==> src/rtl/hack_bus_pkg.sv <==
// Shared types and constants for the Hack CPU data-port bus router.
// Holds the region codes the address decoder produces, the address
// boundaries between regions, the router state enum and a small helper
// that expands a region code into its one-hot target strobe.
package hack_bus_pkg;

  // First SCREEN address; everything below it is RAM.
  localparam logic [14:0] SCREEN_BASE = 15'h4000;
  // The single keyboard register; everything above it is PERIPH.
  localparam logic [14:0] KBD_ADDR    = 15'h6000;

  typedef enum logic [1:0] {
    REG_RAM    = 2'd0,
    REG_SCREEN = 2'd1,
    REG_KBD    = 2'd2,
    REG_PERIPH = 2'd3
  } region_e;

  typedef enum logic [1:0] {
    IDLE  = 2'd0,
    ISSUE = 2'd1,
    WAIT  = 2'd2,
    RESP  = 2'd3
  } state_e;

  // Bit i of the result selects target i (RAM, SCREEN, KBD, PERIPH).
  function automatic logic [3:0] region_onehot(region_e region);
    logic [3:0] onehot;
    onehot = 4'b0001 << region;
    return onehot;
  endfunction

endpackage

==> src/rtl/mem_bus_router_if.sv <==
// Bus bundle between the Hack CPU data port, the router and the four
// memory-mapped targets.
//   req_*  : CPU request (valid/ready handshake, write flag, address, data)
//   rsp_*  : one-cycle response pulse with read data and error flag
//   dev_*  : one-hot target strobe, latched request fields, per-target
//            acknowledge and flattened per-target read data
// Modports:
//   slave  : the router's view (takes requests, drives targets)
//   master : the CPU/target side's view (the opposite directions)
interface mem_bus_router_if #(
  parameter int ADDR_W = 15,
  parameter int DATA_W = 16
);

  logic                  req_valid;
  logic                  req_ready;
  logic                  req_we;
  logic [ADDR_W-1:0]     req_addr;
  logic [DATA_W-1:0]     req_wdata;

  logic                  rsp_valid;
  logic [DATA_W-1:0]     rsp_rdata;
  logic                  rsp_err;

  logic [3:0]            dev_sel;
  logic                  dev_we;
  logic [ADDR_W-1:0]     dev_addr;
  logic [DATA_W-1:0]     dev_wdata;
  logic [3:0]            dev_ack;
  logic [4*DATA_W-1:0]   dev_rdata;

  modport slave (
    input  req_valid, req_we, req_addr, req_wdata, dev_ack, dev_rdata,
    output req_ready, rsp_valid, rsp_rdata, rsp_err,
           dev_sel, dev_we, dev_addr, dev_wdata
  );

  modport master (
    output req_valid, req_we, req_addr, req_wdata, dev_ack, dev_rdata,
    input  req_ready, rsp_valid, rsp_rdata, rsp_err,
           dev_sel, dev_we, dev_addr, dev_wdata
  );

endinterface

==> src/rtl/mem_region_decode.sv <==
// Combinational address decoder for the Hack data-port memory map.
// Ports:
//   addr   : request address
//   region : 2-bit target region
//            0x0000-0x3FFF RAM, 0x4000-0x5FFF SCREEN,
//            0x6000 KBD, 0x6001-0x7FFF PERIPH
module mem_region_decode
  import hack_bus_pkg::*;
#(
  parameter int ADDR_W = 15
) (
  input  logic [ADDR_W-1:0] addr,
  output region_e           region
);

  always_comb begin
    region = REG_PERIPH;
    if (addr < ADDR_W'(SCREEN_BASE)) begin
      region = REG_RAM;
    end else if (addr < ADDR_W'(KBD_ADDR)) begin
      region = REG_SCREEN;
    end else if (addr == ADDR_W'(KBD_ADDR)) begin
      region = REG_KBD;
    end
  end

endmodule

==> src/rtl/mem_bus_router.sv <==
// Single-outstanding bus router between the Hack CPU data port and the
// RAM, SCREEN, KBD and PERIPH targets. A request is latched in IDLE, the
// decoded target is strobed for one cycle (ISSUE), the router then waits
// for that target's acknowledge or a timeout (WAIT) and returns one
// response pulse (RESP).
// Ports:
//   clk       : system clock, rising edge
//   rst_n     : asynchronous active-low reset
//   bus       : mem_bus_router_if.slave (CPU request/response + target side)
//   err_count : saturating count of timed-out requests; present only when
//               MEM_BUS_ROUTER_STATS_EN is defined
// All outputs are registered, so every output reads 0 while rst_n is low.
module mem_bus_router
  import hack_bus_pkg::*;
#(
  parameter int ADDR_W         = 15,
  parameter int DATA_W         = 16,
  parameter int TIMEOUT_CYCLES = 15
) (
  input  logic            clk,
  input  logic            rst_n,
  mem_bus_router_if.slave bus
`ifdef MEM_BUS_ROUTER_STATS_EN
  ,
  output logic [7:0]      err_count
`endif
);

  state_e              state_q, state_d;
  region_e             region_q, region_d;
  region_e             dec_region;
  logic                we_q, we_d;
  logic [ADDR_W-1:0]   addr_q, addr_d;
  logic [DATA_W-1:0]   wdata_q, wdata_d;
  logic [7:0]          cnt_q, cnt_d;
  logic                ready_q, ready_d;
  logic [3:0]          sel_q, sel_d;
  logic                rsp_valid_q, rsp_valid_d;
  logic [DATA_W-1:0]   rsp_rdata_q, rsp_rdata_d;
  logic                rsp_err_q, rsp_err_d;

  logic                accept;
  logic                ack_hit;
  logic [DATA_W-1:0]   ack_data;
  logic [7:0]          cnt_inc;
  logic                timeout_hit;

  mem_region_decode #(
    .ADDR_W (ADDR_W)
  ) u_decode (
    .addr   (bus.req_addr),
    .region (dec_region)
  );

  // ready_q gates acceptance so a request held during reset release is
  // not taken before the CPU has seen ready.
  assign accept      = (state_q == IDLE) && ready_q && bus.req_valid;
  assign cnt_inc     = cnt_q + 8'd1;
  assign timeout_hit = (cnt_inc == 8'(TIMEOUT_CYCLES));

  // Only the latched target's acknowledge and data slice matter.
  always_comb begin
    ack_hit  = 1'b0;
    ack_data = '0;
    case (region_q)
      REG_RAM: begin
        ack_hit  = bus.dev_ack[0];
        ack_data = bus.dev_rdata[0*DATA_W +: DATA_W];
      end
      REG_SCREEN: begin
        ack_hit  = bus.dev_ack[1];
        ack_data = bus.dev_rdata[1*DATA_W +: DATA_W];
      end
      REG_KBD: begin
        ack_hit  = bus.dev_ack[2];
        ack_data = bus.dev_rdata[2*DATA_W +: DATA_W];
      end
      default: begin
        ack_hit  = bus.dev_ack[3];
        ack_data = bus.dev_rdata[3*DATA_W +: DATA_W];
      end
    endcase
  end

  always_ff @(posedge clk or negedge rst_n) begin
    if (!rst_n) begin
      state_q <= IDLE;
    end else begin
      state_q <= state_d;
    end
  end

  // An acknowledge arriving in the expiry cycle still ends WAIT normally.
  always_comb begin
    state_d = state_q;
    case (state_q)
      IDLE:    if (accept) state_d = ISSUE;
      ISSUE:   state_d = WAIT;
      WAIT:    if (ack_hit || timeout_hit) state_d = RESP;
      RESP:    state_d = IDLE;
      default: state_d = IDLE;
    endcase
  end

  // Datapath and output next values. Acknowledge takes priority over the
  // timeout; write responses always return zero data.
  always_comb begin
    region_d    = region_q;
    we_d        = we_q;
    addr_d      = addr_q;
    wdata_d     = wdata_q;
    cnt_d       = cnt_q;
    rsp_rdata_d = rsp_rdata_q;
    rsp_err_d   = rsp_err_q;
    case (state_q)
      IDLE: begin
        if (accept) begin
          region_d = dec_region;
          we_d     = bus.req_we;
          addr_d   = bus.req_addr;
          wdata_d  = bus.req_wdata;
        end
      end
      ISSUE: begin
        cnt_d = '0;
      end
      WAIT: begin
        if (ack_hit) begin
          rsp_rdata_d = we_q ? '0 : ack_data;
          rsp_err_d   = 1'b0;
        end else begin
          cnt_d = cnt_inc;
          if (timeout_hit) begin
            rsp_rdata_d = '0;
            rsp_err_d   = 1'b1;
          end
        end
      end
      default: ;
    endcase
    ready_d     = (state_d == IDLE);
    sel_d       = (state_d == ISSUE) ? region_onehot(region_d) : 4'b0000;
    rsp_valid_d = (state_d == RESP);
  end

  always_ff @(posedge clk or negedge rst_n) begin
    if (!rst_n) begin
      region_q    <= REG_RAM;
      we_q        <= 1'b0;
      addr_q      <= '0;
      wdata_q     <= '0;
      cnt_q       <= '0;
      ready_q     <= 1'b0;
      sel_q       <= 4'b0000;
      rsp_valid_q <= 1'b0;
      rsp_rdata_q <= '0;
      rsp_err_q   <= 1'b0;
    end else begin
      region_q    <= region_d;
      we_q        <= we_d;
      addr_q      <= addr_d;
      wdata_q     <= wdata_d;
      cnt_q       <= cnt_d;
      ready_q     <= ready_d;
      sel_q       <= sel_d;
      rsp_valid_q <= rsp_valid_d;
      rsp_rdata_q <= rsp_rdata_d;
      rsp_err_q   <= rsp_err_d;
    end
  end

  assign bus.req_ready = ready_q;
  assign bus.rsp_valid = rsp_valid_q;
  assign bus.rsp_rdata = rsp_rdata_q;
  assign bus.rsp_err   = rsp_err_q;
  assign bus.dev_sel   = sel_q;
  assign bus.dev_we    = we_q;
  assign bus.dev_addr  = addr_q;
  assign bus.dev_wdata = wdata_q;

`ifdef MEM_BUS_ROUTER_STATS_EN
  logic [7:0] err_count_q, err_count_d;

  // Counted on entry to an error RESP; saturates at 255.
  always_comb begin
    err_count_d = err_count_q;
    if ((state_q == WAIT) && (state_d == RESP) && rsp_err_d &&
        (err_count_q != 8'hFF)) begin
      err_count_d = err_count_q + 8'd1;
    end
  end

  always_ff @(posedge clk or negedge rst_n) begin
    if (!rst_n) begin
      err_count_q <= '0;
    end else begin
      err_count_q <= err_count_d;
    end
  end

  assign err_count = err_count_q;
`endif

endmodule

==> src/flat_wrapper.sv <==
// flat-port wrapper written by rule: the top's interface ports become plain ports
module mem_bus_router_flat import hack_bus_pkg::*;
#(
  parameter int ADDR_W         = 15,
  parameter int DATA_W         = 16,
  parameter int TIMEOUT_CYCLES = 15
)
  (clk, rst_n, bus_req_valid, bus_req_we, bus_req_addr, bus_req_wdata, bus_dev_ack, bus_dev_rdata, bus_req_ready, bus_rsp_valid, bus_rsp_rdata, bus_rsp_err, bus_dev_sel, bus_dev_we, bus_dev_addr, bus_dev_wdata);
  mem_bus_router_if #(.ADDR_W(ADDR_W), .DATA_W(DATA_W)) bus_i ();
  input  logic clk;
  input  logic rst_n;
  input wire logic [$bits(bus_i.req_valid)-1:0] bus_req_valid;
  input wire logic [$bits(bus_i.req_we)-1:0] bus_req_we;
  input wire logic [$bits(bus_i.req_addr)-1:0] bus_req_addr;
  input wire logic [$bits(bus_i.req_wdata)-1:0] bus_req_wdata;
  input wire logic [$bits(bus_i.dev_ack)-1:0] bus_dev_ack;
  input wire logic [$bits(bus_i.dev_rdata)-1:0] bus_dev_rdata;
  output wire logic [$bits(bus_i.req_ready)-1:0] bus_req_ready;
  output wire logic [$bits(bus_i.rsp_valid)-1:0] bus_rsp_valid;
  output wire logic [$bits(bus_i.rsp_rdata)-1:0] bus_rsp_rdata;
  output wire logic [$bits(bus_i.rsp_err)-1:0] bus_rsp_err;
  output wire logic [$bits(bus_i.dev_sel)-1:0] bus_dev_sel;
  output wire logic [$bits(bus_i.dev_we)-1:0] bus_dev_we;
  output wire logic [$bits(bus_i.dev_addr)-1:0] bus_dev_addr;
  output wire logic [$bits(bus_i.dev_wdata)-1:0] bus_dev_wdata;
  assign bus_i.req_valid = bus_req_valid;
  assign bus_i.req_we = bus_req_we;
  assign bus_i.req_addr = bus_req_addr;
  assign bus_i.req_wdata = bus_req_wdata;
  assign bus_i.dev_ack = bus_dev_ack;
  assign bus_i.dev_rdata = bus_dev_rdata;
  assign bus_req_ready = bus_i.req_ready;
  assign bus_rsp_valid = bus_i.rsp_valid;
  assign bus_rsp_rdata = bus_i.rsp_rdata;
  assign bus_rsp_err = bus_i.rsp_err;
  assign bus_dev_sel = bus_i.dev_sel;
  assign bus_dev_we = bus_i.dev_we;
  assign bus_dev_addr = bus_i.dev_addr;
  assign bus_dev_wdata = bus_i.dev_wdata;
  mem_bus_router #(.ADDR_W(ADDR_W), .DATA_W(DATA_W), .TIMEOUT_CYCLES(TIMEOUT_CYCLES)) u_core (.clk(clk), .rst_n(rst_n), .bus(bus_i));
endmodule
==> config.mk <==
export PLATFORM = sky130hd
export DESIGN_NAME = mem_bus_router_flat
export DESIGN_NICKNAME = d
export VERILOG_FILES = /design/src/rtl/hack_bus_pkg.sv /design/src/rtl/mem_bus_router_if.sv /design/src/rtl/mem_region_decode.sv /design/src/rtl/mem_bus_router.sv /design/src/flat_wrapper.sv
export SDC_FILE = /design/constraint.sdc
export NUM_CORES = 1
export LEC_CHECK = 0
export CAP_MARGIN = 20
export CORE_ASPECT_RATIO = 1.75
export CORE_MARGIN = 2
export CORE_UTILIZATION = 51
export DETAILED_ROUTE_END_ITERATION = 7
export DONT_BUFFER_PORTS = 1
export HOLD_SLACK_MARGIN = 0.02
export PLACE_DENSITY = 0.66
export SYNTH_ARGS = -nofsm -noshare
export SYNTH_HDL_FRONTEND = slang
export SYNTH_SLANG_ARGS = --single-unit
==> constraint.sdc <==
create_clock -name clk -period 4.85 [get_ports clk]
set_input_delay 0.97 -clock clk [delete_from_list [all_inputs] [get_ports clk]]
set_output_delay 0.97 -clock clk [all_outputs]
set_load 0.02 [all_outputs]
==> results.ini <==
[drt]
routed_via_density = 6.23
vias = 1893
drc = 0
drt_iter0_drc = 105
wl_um = 7000
dr.pass1.iters = 4
drtAntennaViolNets = 0
wl_per_cell_um = 23.0

[clock_network]
hold_buffers = 0
cts_tree = yes
cts_setup_buffers = 0
clk_path_buf_depth = 2
clk_latency_ns = 0.33
path_clk_slew_ns = 0.07
cts_resized = 0
cts_buffers = 9
root_buffer = clkbuf_8
h-tree-depth = 3
clkSinkCount = 67

[finish]
design_area_um2 = 3330
fill_cells = 511
area_growth_pct = 6.86
nets = 331
antennaDiodeCount = 0
layout-drive-gt1-share = 0.288

[synthesis]
syn_area_per_cell_um2 = 14.1
postSynthCellCount = 222
syn-num-nets = 330
ys_warn_count = 0
synth_top_cell_area_share = 0.538
synth_seq_cells = 67
yosysSeqAreaShare = 0.538
synth_edf_count = 0
synth_top_cell_by_area = dfrtp_1
synth_ff_type = dfrtp_1
ys_types = 35
synth_area_leaders = dfrtp_1, mux2_2, mux4_2, a22o_1, mux4_1
synthArstFlopShare = 1.00
syn_area_um2 = 3120

[hold_path]
hold_class = input pin to async pin

[sta]
clock-skew-final_ns = 0.00812
setup_viol = 0
period_minus_slack_ns = 2.70
rsz0062_at_grt = false
hold_violations = 0
worst_pin_slew_ns = 1.02
min_period_over_period = 0.556
slew_violations = 0
fin_tns_setup_ns = 0
fmax_mhz = 371
max_slew_margin = 0.318

[worst_setup_path]
worstSetupPathType = flip-flop to flip-flop
r2r-start = u_core.region_q[0]$_DFF_PN0_
cp-end-kind = flip-flop
reg2reg_depth = 3
worstPathArrival_ns = 2.96
critPathMaxFanout = 18
ff2ff_setup_slack_ns = 2.15
r2r-end = u_core.bus.rsp_rdata[0]$_DFFE_PN0P_
critical_path_required_ns = 5.11
cp-start-kind = flip-flop

[power_and_ir_drop]
pwr_density_cell_nw_per_um2 = 700
ir_drop_uv = 381
leakagePower_nw = 1.43

[grt]
grt_pass1_wl_um = 10900
grt_max_degree = 68
gr-total-overflow = 0
grt_pass1_vias = 2107
grt_usage = 0.211
antenna_found_initial = 0

[die]
ios = 158
dieArea_um2 = 6780
die_h_um = 107
num_rows = 37
core_area_um2 = 5880
die_w_um = 63.1
floorplan.initialDensity = 0.531

[placement]
dpl.hpwl_um = 5370
gp_congestion = 0.719
port_buffers = 0
placedInstanceArea_um2 = 3170

[flow_run]
maxCapViolations = 0

[outcome]
status = finished clean

==> synth_stat cells (all sizes together) (2+ instances only) <==
cell type,n
dfrtp,67
mux2,31
a22o,17
mux4,17
inv,10
nand2,10
nor2,9
clkbuf,7
nand3,6
o21ai,6
a21oi,5
ha,5
nor4,5
buf,4
nor4b,3
a21o,2
nand2b,2
o211ai,2
o31ai,2
o41ai,2
xor2,2
==> worst max-delay path by stage <==
stage	from	end	slack (ns)	cells after the start
final	u_core.region_q[0]$_DFF_PN0_	u_core.bus.rsp_rdata[0]$_DFFE_PN0P_	2.15	3
after floorplan	bus_dev_ack[3]	u_core.cnt_q[7]$_DFFE_PN0P_	2.46	5
after CTS	u_core.region_q[0]$_DFF_PN0_	u_core.bus.rsp_rdata[0]$_DFFE_PN0P_	2.09	3
after global placement	u_core.region_q[0]$_DFF_PN0_	u_core.cnt_q[7]$_DFFE_PN0P_	2.25	4
after detailed placement	u_core.region_q[0]$_DFF_PN0_	u_core.bus.rsp_rdata[11]$_DFFE_PN0P_	2.09	3
after global routing	u_core.region_q[0]$_DFF_PN0_	u_core.bus.rsp_rdata[0]$_DFFE_PN0P_	1.94	3
==> power by group <==
part / switching, mW / leakage, nW / internal [mW]
logic: 0.281 / 0.503 / 0.381
registers: 0.482 / 0.846 / 0.788
clock network: 0.192 / 0.0843 / 0.207
==> cell usage in the layout (no fill, tap or decap), drive strengths merged, types with 2 or more instances in the layout <==
cell type  instances
dfrtp             67
mux2              31
a22o              17
mux4              17
clkbuf            12
nand2             10
inv               10
nor2               9
nand3              6
o21ai              6
nor4               5
ha                 5
a21oi              5
nor4b              3
xor2               2
a21o               2
nand2b             2
o211ai             2
o31ai              2
o41ai              2
==> routing by layer <==
metal / track usage / up-vias / wire [um] / share of wire
met5: 0 / - / 0 / 0
met4: 0.0952 / 0 / 102 / 0.015
met3: 0.0711 / 11 / 599 / 0.086
met2: 0.350 / 100 / 3820 / 0.55
met1: 0.246 / 948 / 2480 / 0.35
li1: - / 834 / - / -
==> critical path, stage by stage (launching register included) <==
cell     delay [ns]
dfrtp_1        1.01
mux4_2         0.75
o21ai_2        0.60
a22o_1         0.26
==> cell families (layout without fill, tap and decap cells) <==
logic type,after synthesis,in the layout,synth area share
AO/OA/AOI/OAI,39,39,0.101
XOR/XNOR,2,2,0.00562
adder cells (fa/ha/maj),5,5,0.0201
buffers and inverters,21,25,0.0309
flip-flops,67,67,0.538
multiplexers,48,48,0.238
AND/OR/NAND/NOR,40,40,0.0666
==> through the flow <==
step	cells	worst slack [ns]	total power, mW	utilization	hold WS, ns
2_1_floorplan	222	2.46	1.81	-	0.480
3_3_place_gp	290	2.25	1.90	0.538	0.517
3_5_place_dp	290	2.09	1.96	0.538	0.524
4_1_cts	304	2.09	2.36	0.567	0.307
5_1_grt	304	1.94	2.47	0.567	0.296
6_report	304	2.15	2.33	0.567	0.327
==> registers in the layout (all words and copies together) (netlist names) <==
register / cells
u_core.bus.dev_wdata: 16
u_core.bus.rsp_rdata: 16
u_core.bus.dev_addr: 15
u_core.cnt_q: 8
u_core.bus.dev_sel: 4
u_core.region_q: 2
u_core.state_q: 2
u_core.bus.dev_we: 1
u_core.bus.req_ready: 1
u_core.bus.rsp_err: 1
u_core.bus.rsp_valid: 1
==> area by class of cell <==
class | instances | area (um^2) | area share
Clock buffer | 12 | 155 | 0.0465
Clock inverter | 2 | 12.5 | 0.00375
Inverter | 10 | 37.5 | 0.0113
Multi-Input combinational cell | 134 | 1350 | 0.404
Sequential cell | 67 | 1680 | 0.503
Tap cell | 78 | 97.6 | 0.0293
Timing Repair Buffer | 1 | 7.51 | 0.00225
No activity file was read; power rests on OpenSTA's default activity.
